<file path="config.mk">
export PLATFORM = sky130hd
export DESIGN_NAME = cache_control_4way_flat
export DESIGN_NICKNAME = d
export VERILOG_FILES = /design/src/rtl/lc3b_types.sv /design/src/rtl/cache_control_4way_if.sv /design/src/rtl/cache_control_4way_sat_counter.sv /design/src/rtl/cache_control_4way.sv /design/src/flat_wrapper.sv
export SDC_FILE = /design/constraint.sdc
export NUM_CORES = 1
export LEC_CHECK = 0
export ABC_AREA = 0
export CAP_MARGIN = 20
export CORE_UTILIZATION = 45
export CTS_BUF_LIST = sky130_fd_sc_hd__clkbuf_16
export CTS_CLUSTER_DIAMETER = 100
export DETAILED_ROUTE_END_ITERATION = 16
export GPL_ROUTABILITY_DRIVEN = 0
export PLACE_DENSITY = 0.79
export SKIP_LAST_GASP = 1
export SYNTH_ARGS = -nofsm -noshare
export SYNTH_HDL_FRONTEND = slang
export SYNTH_HIERARCHICAL = 1
export SYNTH_SLANG_ARGS = --single-unit
export TNS_END_PERCENT = 20
</file>
<file path="constraint.sdc">
create_clock -name clk -period 5.1 [get_ports clk]
set_input_delay 1.02 -clock clk [delete_from_list [all_inputs] [get_ports clk]]
set_output_delay 1.02 -clock clk [all_outputs]
set_load 0.02 [all_outputs]
</file>
<file path="src/rtl/lc3b_types.sv">
// Shared LC-3b cache types: way index/mask typedefs, controller states and way helpers.
package lc3b_types;

  typedef logic [1:0] lc3b_way;
  typedef logic [3:0] lc3b_waymask;

  typedef enum logic [1:0] {
    IDLE,
    WRITEBACK,
    ALLOCATE
  } cache_state_t;

  // Lowest-numbered set bit wins when more than one way reports a hit.
  function automatic lc3b_way first_way(lc3b_waymask m);
    lc3b_way w;
    w = '0;
    for (int i = 3; i >= 0; i--) begin
      if (m[i]) w = lc3b_way'(i);
    end
    return w;
  endfunction

  function automatic lc3b_waymask way_mask(lc3b_way w);
    return lc3b_waymask'(1) << w;
  endfunction

endpackage

</file>
<file path="src/rtl/cache_control_4way_if.sv">
// CPU port, array load strobes, LRU decoder link and physical memory port of the cache controller.
interface cache_control_4way_if;
  import lc3b_types::*;

  logic        mem_read;
  logic        mem_write;
  logic        mem_resp;
  lc3b_waymask hit;
  lc3b_waymask dirty_in;
  lc3b_waymask valid_in;
  lc3b_way     lru_way;
  logic        lru_load;
  lc3b_way     way_sel;
  lc3b_waymask data_load;
  lc3b_waymask tag_load;
  lc3b_waymask valid_load;
  lc3b_waymask dirty_load;
  logic        dirty_val;
  logic        datain_sel;
  logic        pmem_addr_sel;
  logic        pmem_read;
  logic        pmem_write;
  logic        pmem_resp;

  modport master (
    input  mem_read, mem_write, hit, dirty_in, valid_in, lru_way, pmem_resp,
    output mem_resp, lru_load, way_sel, data_load, tag_load, valid_load,
           dirty_load, dirty_val, datain_sel, pmem_addr_sel, pmem_read, pmem_write
  );

  modport slave (
    output mem_read, mem_write, hit, dirty_in, valid_in, lru_way, pmem_resp,
    input  mem_resp, lru_load, way_sel, data_load, tag_load, valid_load,
           dirty_load, dirty_val, datain_sel, pmem_addr_sel, pmem_read, pmem_write
  );

endinterface

</file>
<file path="src/rtl/cache_control_4way_sat_counter.sv">
// Event counter that sticks at all-ones instead of wrapping.
module sat_counter #(
  parameter int WIDTH = 16
) (
  input  logic             clk,
  input  logic             rst,
  input  logic             inc,
  output logic [WIDTH-1:0] count
);

  always_ff @(posedge clk) begin
    if (rst) begin
      count <= '0;
    end else if (inc && (count != '1)) begin
      count <= count + 1'b1;
    end
  end

endmodule

</file>
<file path="src/rtl/cache_control_4way.sv">
// 4-way cache control FSM: zero-wait hits, dirty-victim writeback, line allocation, perf counters.
//   state     | meaning
//   IDLE      | serve hits in the request cycle; on a miss latch the victim and count it
//   WRITEBACK | write the dirty victim line to pmem at {victim tag, index}
//   ALLOCATE  | read the requested line from pmem and load it into the victim way
module cache_control_4way
  import lc3b_types::*;
#(
  parameter int COUNT_WIDTH = 16
) (
  input  logic                   clk,
  input  logic                   rst,
  cache_control_4way_if.master   bus,
  output logic [COUNT_WIDTH-1:0] hit_count,
  output logic [COUNT_WIDTH-1:0] miss_count
);

  cache_state_t state, next_state;
  lc3b_way      victim_q;
  lc3b_way      hit_way;
  logic         request;
  logic         victim_load;
  logic         hit_inc;
  logic         miss_inc;

  assign request = bus.mem_read | bus.mem_write;
  assign hit_way = first_way(bus.hit);

  always_ff @(posedge clk) begin
    if (rst) begin
      state    <= IDLE;
      victim_q <= '0;
    end else begin
      state <= next_state;
      if (victim_load) victim_q <= bus.lru_way;
    end
  end

  always_comb begin
    next_state        = state;
    victim_load       = 1'b0;
    hit_inc           = 1'b0;
    miss_inc          = 1'b0;
    bus.mem_resp      = 1'b0;
    bus.lru_load      = 1'b0;
    bus.way_sel       = '0;
    bus.data_load     = '0;
    bus.tag_load      = '0;
    bus.valid_load    = '0;
    bus.dirty_load    = '0;
    bus.dirty_val     = 1'b0;
    bus.datain_sel    = 1'b0;
    bus.pmem_addr_sel = 1'b0;
    bus.pmem_read     = 1'b0;
    bus.pmem_write    = 1'b0;
    // Reset forces every strobe low, even if a hit is presented that cycle.
    if (!rst) begin
      case (state)
        IDLE: begin
          if (request && (|bus.hit)) begin
            bus.mem_resp = 1'b1;
            bus.lru_load = 1'b1;
            bus.way_sel  = hit_way;
            hit_inc      = 1'b1;
            if (bus.mem_write) begin
              bus.data_load  = way_mask(hit_way);
              bus.dirty_load = way_mask(hit_way);
              bus.dirty_val  = 1'b1;
            end
          end else if (request) begin
            victim_load = 1'b1;
            miss_inc    = 1'b1;
            if (bus.valid_in[bus.lru_way] && bus.dirty_in[bus.lru_way]) begin
              next_state = WRITEBACK;
            end else begin
              next_state = ALLOCATE;
            end
          end
        end
        WRITEBACK: begin
          bus.pmem_write    = 1'b1;
          bus.pmem_addr_sel = 1'b1;
          bus.way_sel       = victim_q;
          if (bus.pmem_resp) next_state = ALLOCATE;
        end
        ALLOCATE: begin
          bus.pmem_read = 1'b1;
          bus.way_sel   = victim_q;
          if (bus.pmem_resp) begin
            bus.data_load  = way_mask(victim_q);
            bus.tag_load   = way_mask(victim_q);
            bus.valid_load = way_mask(victim_q);
            bus.dirty_load = way_mask(victim_q);
            bus.datain_sel = 1'b1;
            next_state     = IDLE;
          end
        end
        default: next_state = IDLE;
      endcase
    end
  end

  sat_counter #(.WIDTH(COUNT_WIDTH)) u_hit_counter (
    .clk   (clk),
    .rst   (rst),
    .inc   (hit_inc),
    .count (hit_count)
  );

  sat_counter #(.WIDTH(COUNT_WIDTH)) u_miss_counter (
    .clk   (clk),
    .rst   (rst),
    .inc   (miss_inc),
    .count (miss_count)
  );

endmodule

</file>
<file path="src/flat_wrapper.sv">
// flat-port wrapper written by rule: the top's interface ports become plain ports
module cache_control_4way_flat import lc3b_types::*;
#(
  parameter int COUNT_WIDTH = 16
)
  (clk, rst, hit_count, miss_count, bus_mem_read, bus_mem_write, bus_hit, bus_dirty_in, bus_valid_in, bus_lru_way, bus_pmem_resp, bus_mem_resp, bus_lru_load, bus_way_sel, bus_data_load, bus_tag_load, bus_valid_load, bus_dirty_load, bus_dirty_val, bus_datain_sel, bus_pmem_addr_sel, bus_pmem_read, bus_pmem_write);
  cache_control_4way_if bus_i ();
  input  logic clk;
  input  logic rst;
  output logic [COUNT_WIDTH-1:0] hit_count;
  output logic [COUNT_WIDTH-1:0] miss_count;
  input wire logic [$bits(bus_i.mem_read)-1:0] bus_mem_read;
  input wire logic [$bits(bus_i.mem_write)-1:0] bus_mem_write;
  input wire logic [$bits(bus_i.hit)-1:0] bus_hit;
  input wire logic [$bits(bus_i.dirty_in)-1:0] bus_dirty_in;
  input wire logic [$bits(bus_i.valid_in)-1:0] bus_valid_in;
  input wire logic [$bits(bus_i.lru_way)-1:0] bus_lru_way;
  input wire logic [$bits(bus_i.pmem_resp)-1:0] bus_pmem_resp;
  output wire logic [$bits(bus_i.mem_resp)-1:0] bus_mem_resp;
  output wire logic [$bits(bus_i.lru_load)-1:0] bus_lru_load;
  output wire logic [$bits(bus_i.way_sel)-1:0] bus_way_sel;
  output wire logic [$bits(bus_i.data_load)-1:0] bus_data_load;
  output wire logic [$bits(bus_i.tag_load)-1:0] bus_tag_load;
  output wire logic [$bits(bus_i.valid_load)-1:0] bus_valid_load;
  output wire logic [$bits(bus_i.dirty_load)-1:0] bus_dirty_load;
  output wire logic [$bits(bus_i.dirty_val)-1:0] bus_dirty_val;
  output wire logic [$bits(bus_i.datain_sel)-1:0] bus_datain_sel;
  output wire logic [$bits(bus_i.pmem_addr_sel)-1:0] bus_pmem_addr_sel;
  output wire logic [$bits(bus_i.pmem_read)-1:0] bus_pmem_read;
  output wire logic [$bits(bus_i.pmem_write)-1:0] bus_pmem_write;
  assign bus_i.mem_read = bus_mem_read;
  assign bus_i.mem_write = bus_mem_write;
  assign bus_i.hit = bus_hit;
  assign bus_i.dirty_in = bus_dirty_in;
  assign bus_i.valid_in = bus_valid_in;
  assign bus_i.lru_way = bus_lru_way;
  assign bus_i.pmem_resp = bus_pmem_resp;
  assign bus_mem_resp = bus_i.mem_resp;
  assign bus_lru_load = bus_i.lru_load;
  assign bus_way_sel = bus_i.way_sel;
  assign bus_data_load = bus_i.data_load;
  assign bus_tag_load = bus_i.tag_load;
  assign bus_valid_load = bus_i.valid_load;
  assign bus_dirty_load = bus_i.dirty_load;
  assign bus_dirty_val = bus_i.dirty_val;
  assign bus_datain_sel = bus_i.datain_sel;
  assign bus_pmem_addr_sel = bus_i.pmem_addr_sel;
  assign bus_pmem_read = bus_i.pmem_read;
  assign bus_pmem_write = bus_i.pmem_write;
  cache_control_4way #(.COUNT_WIDTH(COUNT_WIDTH)) u_core (.clk(clk), .rst(rst), .bus(bus_i), .hit_count(hit_count), .miss_count(miss_count));
endmodule
</file>
======== After elaboration in Yosys (flattened, before gate mapping) ========
Index checks and enable logic that the tools add are counted.
storage, ports and cells
  ROM bits ................................ 0
  memories kept ........................... 0
  register bits after elaboration ......... 36
  bits in writable memories ............... 0
  bits in latches ......................... 0
  bits of input ports ..................... 19
cells by class
  div/mod/pow operators ................... 0
  $lt $le $gt $ge ......................... 1
  bitwise logic cells ..................... 1
  $add $sub $neg .......................... 2
  multiply operators ...................... 0
  shifts and indexed selects .............. 2
  multiplexer cells ....................... 42
  eq/ne operators ......................... 8
  reductions and logical operators ........ 8
operator list
  operator                                                               number
  16-bit by 1-bit adder with 16-bit output (second input constant)       2
  16-bit != test (second input constant)                                 2
  4-bit two-way mux                                                      6
  2-bit two-way mux                                                      11
  1-bit two-way mux                                                      20
  4-bit case mux with 2 select lines                                     1
  1-bit by 2-bit << shifter with 4-bit output (first input constant)     2
  2-bit != test (second input constant)                                  3
  2-bit case mux with 3 select lines                                     1
  1-bit binary-select mux with 2-bit select                              2
  1-bit logical AND                                                      4
  2-bit case mux with 2 select lines                                     1
  4-bit AND reduction                                                    1
  4-bit OR reduction                                                     1
  2-bit by 3-bit < comparator with 1-bit output (second input constant)  1
  2-bit by 1-bit == test with 1-bit output (second input constant)       1
  2-bit == test (second input constant)                                  1
  2-bit zero test                                                        1
  2-bit by 1-bit != test with 1-bit output (second input constant)       1
  2-bit OR reduction                                                     1
  1-bit OR                                                               1

======== Longest topological paths before layout ========
  depth after elaboration ................. 9
  gate-level depth with buffers ........... 9
  mapped depth without buffers ............ 8

======== Hierarchy ========
Netlist, hierarchy kept.
by module, submodules not included
  module              cells each  times used  sequential area each (um^2)  area each (um^2)
  sat_counter         99          2           320.3                        848.3
  cache_control_4way  81          1           80.1                         619.3

======== Least setup slack after synthesis ========
No wires, ideal clock.
  kind .................................... input port to output port
  start ................................... input rst
  end ..................................... output bus_dirty_val
  arrival time ............................ 2428 ps
  path buffers ............................ 1
  setup slack ............................. 1652 ps
  cell stages on the path ................. 3
  cells stage by stage .................... buf_4 nor3_1 and2_1
on the way
  longest elaborated chain between the ends .. 1
RTL lines
  what               line                      text
  from (decl)        flat_wrapper.sv:9         input logic rst;
  1-bit two-way mux  cache_control_4way.sv:57  if (!rst) begin
  to (decl)          flat_wrapper.sv:26        output wire logic [$bits(bus_i.dirty_val)-1:0] bus_dirty_val;
No other way between the ends.

======== Worst setup path in the final report ========
  start ................................... input rst
  end ..................................... output bus_tag_load[1]
on the way
  longest elaborated chain between the ends .. 1
RTL lines
  what               line                      text
  4-bit two-way mux  cache_control_4way.sv:57
  to (decl)          flat_wrapper.sv:23        output wire logic [$bits(bus_i.tag_load)-1:0] bus_tag_load;
No other way between the ends.

==> impl_summary.md <==
Pwr
The clock network fraction of design power is 42.4%. The switching portion of total power is 24.5%. The cell-internal power is slightly above 0.5 mW. In this run the power spent charging and discharging nets is 0.164 mW. The total power divided by cell area is 211 nW/um^2. The worst ir drop on vdd is 0.161 mV. Of the total power, combinational logic draws 14.5%. Summing internal, switching and leakage power gives ~0.67 mW.

The analysis attributes to cell leakage a power of 1.04 nW. The share of total power dissipated in sequential elements is between 40% and 50%.

Worst hold path
In this run the worst hold path is classified as register to register. In this run the most critical hold path is launched from u_core/u_miss_counter/count[1].

Critical path
In this run the worst setup path begins at rst. The biggest fanout along the worst timing path is 23. The arrival time at the worst endpoint is 2.91 ns. The worst setup path is of the primary input to primary output kind.

The most repeated library cell on the critical path is sky130_fd_sc_hd__clkdlybuf4s50_1. The type of element launching the critical path is a primary input. The signal on the critical path passes through clkdlybuf4s50_1 > buf_4 > nor2b_1 > nand2_1 > nor3b_1 > clkdlybuf4s50_1. The largest stage delay on the critical path is 0.66 ns. For the worst setup path, the data required time is around 4.1 ns.

The slowest cell on the critical path is sky130_fd_sc_hd__clkdlybuf4s50_1. The dominant delay contributor by cell family on the critical path is buffers and inverters. The buffer and inverter count on the worst path is 3. The endpoint type of the worst setup path is a primary output. The worst register-to-register path begins at u_core/state[0].

STA
The upper clock frequency limit is 255 MHz. The worst pin sits at a relative slew slack of 42.2%. For the pin with the worst max-slew slack, the measured transition is 0.860 ns.

The final setup violation count is 0. In the finished design, the share of the clock period the worst path needs comes to 77.0%. Setup repair after global routing left no endpoint under its margin. The minimum period implied by the final worst setup slack is 3.93 ns. The number of hold violations in the final report is 0. Summed over all failing endpoints, the final setup total negative slack is 0 ns.

Clock skew on the completed layout was measured at 0.00361 ns. The number of slew-limit violations in the final report is 0. The final hold slack is ~0.53 ns.

Die
The initial utilization of the core area, before any placement, comes to between 40% and 50%. The die is approximately 74 microns wide. During I/O placement, the number of pins put on the boundary was 76.

In this run the vertical extent of the chip is about 74 microns. The count of standard-cell rows is 25. The core area is approximately 4800 sq um. The total die area is 5440 sq um.

Synth
The number of nets handed over by synthesis was 304. The combined area of all synthesized cells is about 2300 sq um. Yosys mapped the design onto between 40 and 50 distinct sky130hd cell types.

For this run, asynchronously set or reset flops after synthesis account for 0%. The total of warnings raised by yosys is 6. The post-synthesis register bit count is 36. The count of mapped cells out of synthesis is between 200 and 300.

The number of flops mapped to enable cells by yosys is 0. The post-synthesis xor/xnor area fraction is 1.51%. The synthesized netlist devotes 3.24% of its cell area to adder and majority cells. The synthesized netlist devotes 16.9% of its cell area to compound gates. The post-synthesis mux area share is between 2 and 3%. The synthesized-area fraction occupied by and/or/nand/nor cells is 37.2%. By area, the combinational part of the netlist is dominated by simple AND/OR/NAND/NOR gates. The sequential area share after synthesis is 31.1%.

After synthesis, the mean cell area works out to 8.30 sq um. The dominant synthesized flop cell is sky130_fd_sc_hd__dfxtp_1.

Drt
The count of routing violations after the opening detailed-route iteration is 168. In the routed layout, each cell is associated on average with a via count of 5.91. The post-detailed-route DRC marker count is 0.

Across all layers, the routed design uses ~2.4k vias. Wires add up to ~6000 microns. The detail route stage leaves a number of antenna-violating nets equal to 0. The wire length per cell is roughly 14 microns. The first-pass iteration count of the detailed router is 5.

Placement
The number of cells in the design after placement is 402. Detailed placement finished with a half-perimeter wire length of 4260 microns. The count of buffers added on input and output ports is 75.

Clocking
Clock-pin slew was measured on the worst setup and hold paths at 0.05 ns. The number of buffers added to fix hold violations after cts is 0. The deepest clock path buffer count is 2. Counting every sink on the clock net gives 36. TritonCTS built the clock tree. After clock tree synthesis, the setup repair step added 0 buffers.

The H-tree level count is 2. At the later pin of the worst-skew pair, clock insertion delay measures ~0.28 ns. Buffers inserted during clock tree synthesis total 5. Once the clock tree was built, the resizer swapped 0 gates to a different size. The cell sitting at the root of the clock tree is a sky130_fd_sc_hd__clkbuf_16.

Cells and area
The final cell count without fillers is 410. The number of fill cells in the layout is 397. The fraction of final layout cells with drive strength greater than 1 is about 7%.

The sequential cell area is 721 sq um. The area growth from synthesis to layout is 37.3%. The multi-input combinational cells in the finished layout cover a total of 1430 sq um.

0 antenna diodes ended up in the layout. In the final design database the tool counted between 300 and 400 nets.

Global routing
The initial antenna violation count is 0. The global route total overflow is 0. The largest net degree at the start of global routing is 24. The via count of the first global-routing pass was 2222. The first global-routing pass estimated slightly below 10000 microns of wire. Global routing consumed, over all layers together, a little under a quarter of the routing resources.

Status
The flow ran to the end, and the final reports show no timing, DRC or antenna violations.

Run
The max-capacitance violation count is 0.
synth_stat cells, types with 2 or more instances:
master	n	area [sq um]
sky130_fd_sc_hd__a21oi_1	25	125
sky130_fd_sc_hd__and3_1	3	18.8
sky130_fd_sc_hd__and4_1	6	52.6
sky130_fd_sc_hd__buf_1	2	7.51
sky130_fd_sc_hd__buf_2	2	10.0
sky130_fd_sc_hd__buf_4	12	90.1
sky130_fd_sc_hd__clkbuf_1	6	22.5
sky130_fd_sc_hd__dfxtp_1	36	721
sky130_fd_sc_hd__ha_1	6	75.1
sky130_fd_sc_hd__inv_1	10	37.5
sky130_fd_sc_hd__mux2_2	2	22.5
sky130_fd_sc_hd__mux2i_1	2	20.0
sky130_fd_sc_hd__nand2_1	21	78.8
sky130_fd_sc_hd__nand2_2	2	12.5
sky130_fd_sc_hd__nand2b_1	2	12.5
sky130_fd_sc_hd__nand3_1	12	60.1
sky130_fd_sc_hd__nand3b_1	2	15.0
sky130_fd_sc_hd__nand4_1	9	56.3
sky130_fd_sc_hd__nand4_4	2	42.5
sky130_fd_sc_hd__nand4b_1	3	26.3
sky130_fd_sc_hd__nor2_1	18	67.6
sky130_fd_sc_hd__nor2b_1	6	37.5
sky130_fd_sc_hd__nor3_1	12	60.1
sky130_fd_sc_hd__nor3b_1	2	15.0
sky130_fd_sc_hd__nor4_1	6	37.5
sky130_fd_sc_hd__nor4_4	3	63.8
sky130_fd_sc_hd__nor4bb_1	2	20.0
sky130_fd_sc_hd__o21a_1	2	15.0
sky130_fd_sc_hd__o21ai_0	10	50.1
sky130_fd_sc_hd__o21ai_2	2	17.5
sky130_fd_sc_hd__o311ai_0	2	17.5
sky130_fd_sc_hd__o31ai_1	12	90.1
sky130_fd_sc_hd__o41ai_1	2	17.5
sky130_fd_sc_hd__or3_1	6	37.5
sky130_fd_sc_hd__or4_1	14	105
sky130_fd_sc_hd__xnor2_1	4	35.0
final cells by class:
type | instances | share of cell area (%)
clock buffers | 5 | 3.94
clock inverters | 3 | 0.354
inverters | 10 | 1.18
multi-input cells | 211 | 44.9
flip-flops and latches | 36 | 22.7
well taps | 67 | 2.64
repair buffers | 78 | 24.3
per-stage QoR:
step           utilization (%)  setup WS, ns  instance area, sq um
2_1_floorplan                -          1.65                  2320
3_3_place_gp              62.8          1.21                  3040
3_5_place_dp              62.8          1.18                  3040
4_1_cts                   65.6          1.16                  3180
5_1_grt                   65.6          1.05                  3180
6_report                  65.6          1.17                  3180
state kept, by name, indices dropped and copies added, names as in the netlist:
signal,count
u_core/u_hit_counter/count,16
u_core/u_miss_counter/count,16
u_core/state,2
u_core/victim_q,2
path summary, 6_finish.rpt:
kind                                           to  slack [ns]  depth (start not counted)
setup / recovery                  bus_tag_load[1]        1.17                          6
hold / removal     u_core/u_miss_counter/count[1]        0.53                          2
setup reg to reg  u_core/u_miss_counter/count[11]        2.45                          7
hold reg to reg    u_core/u_miss_counter/count[1]        0.53                          2
power groups by stage:
stage / Combinational, mW / Sequential [mW] / Clock (mW)
floorplan: 0.0540 / 0.295 / 0
global placement: 0.0948 / 0.295 / 0
detailed placement: 0.0962 / 0.295 / 0
CTS: 0.0968 / 0.289 / 0.290
global route: 0.105 / 0.289 / 0.304
finish: 0.0968 / 0.289 / 0.284
per-layer routing:
layer | track usage, % | wire (microns)
met1 | 27.6 | 2650
met2 | 39.7 | 2810
met3 | 5.62 | 415
met4 | 6.84 | 49
met5 | 0 | 0
placed cells by master, fill, tap and decap left out, drive strengths merged, types with 4 or more instances in the layout:
cell            n
clkdlybuf4s50  75
dfxtp          36
a21oi          25
nand2          23
nor2           18
or4            14
inv            12
nor3           12
nand3          12
o31ai          12
o21ai          12
nand4          11
nor4            9
nor2b           6
ha              6
and4            6
or3             6
clkbuf          5
xnor2           4
tightest hold or removal path, cell delays in order, from the launching register on:
cell and delay, ns:
sky130_fd_sc_hd__dfxtp_1 0.34, sky130_fd_sc_hd__o21ai_0 0.08, sky130_fd_sc_hd__a21oi_1 0.06
logic make-up (layout without fill, tap and decap cells):
kind of cell,after synthesis,count (layout)
and+or+nand+nor,135,135
adders and majority gates,6,6
AOI/OAI and AO/OA,61,61
muxes,5,5
buffers and inverters,32,96
xor gates and xnor gates,4,4
DFF,36,36
No activity file was read; power rests on OpenSTA's default activity.
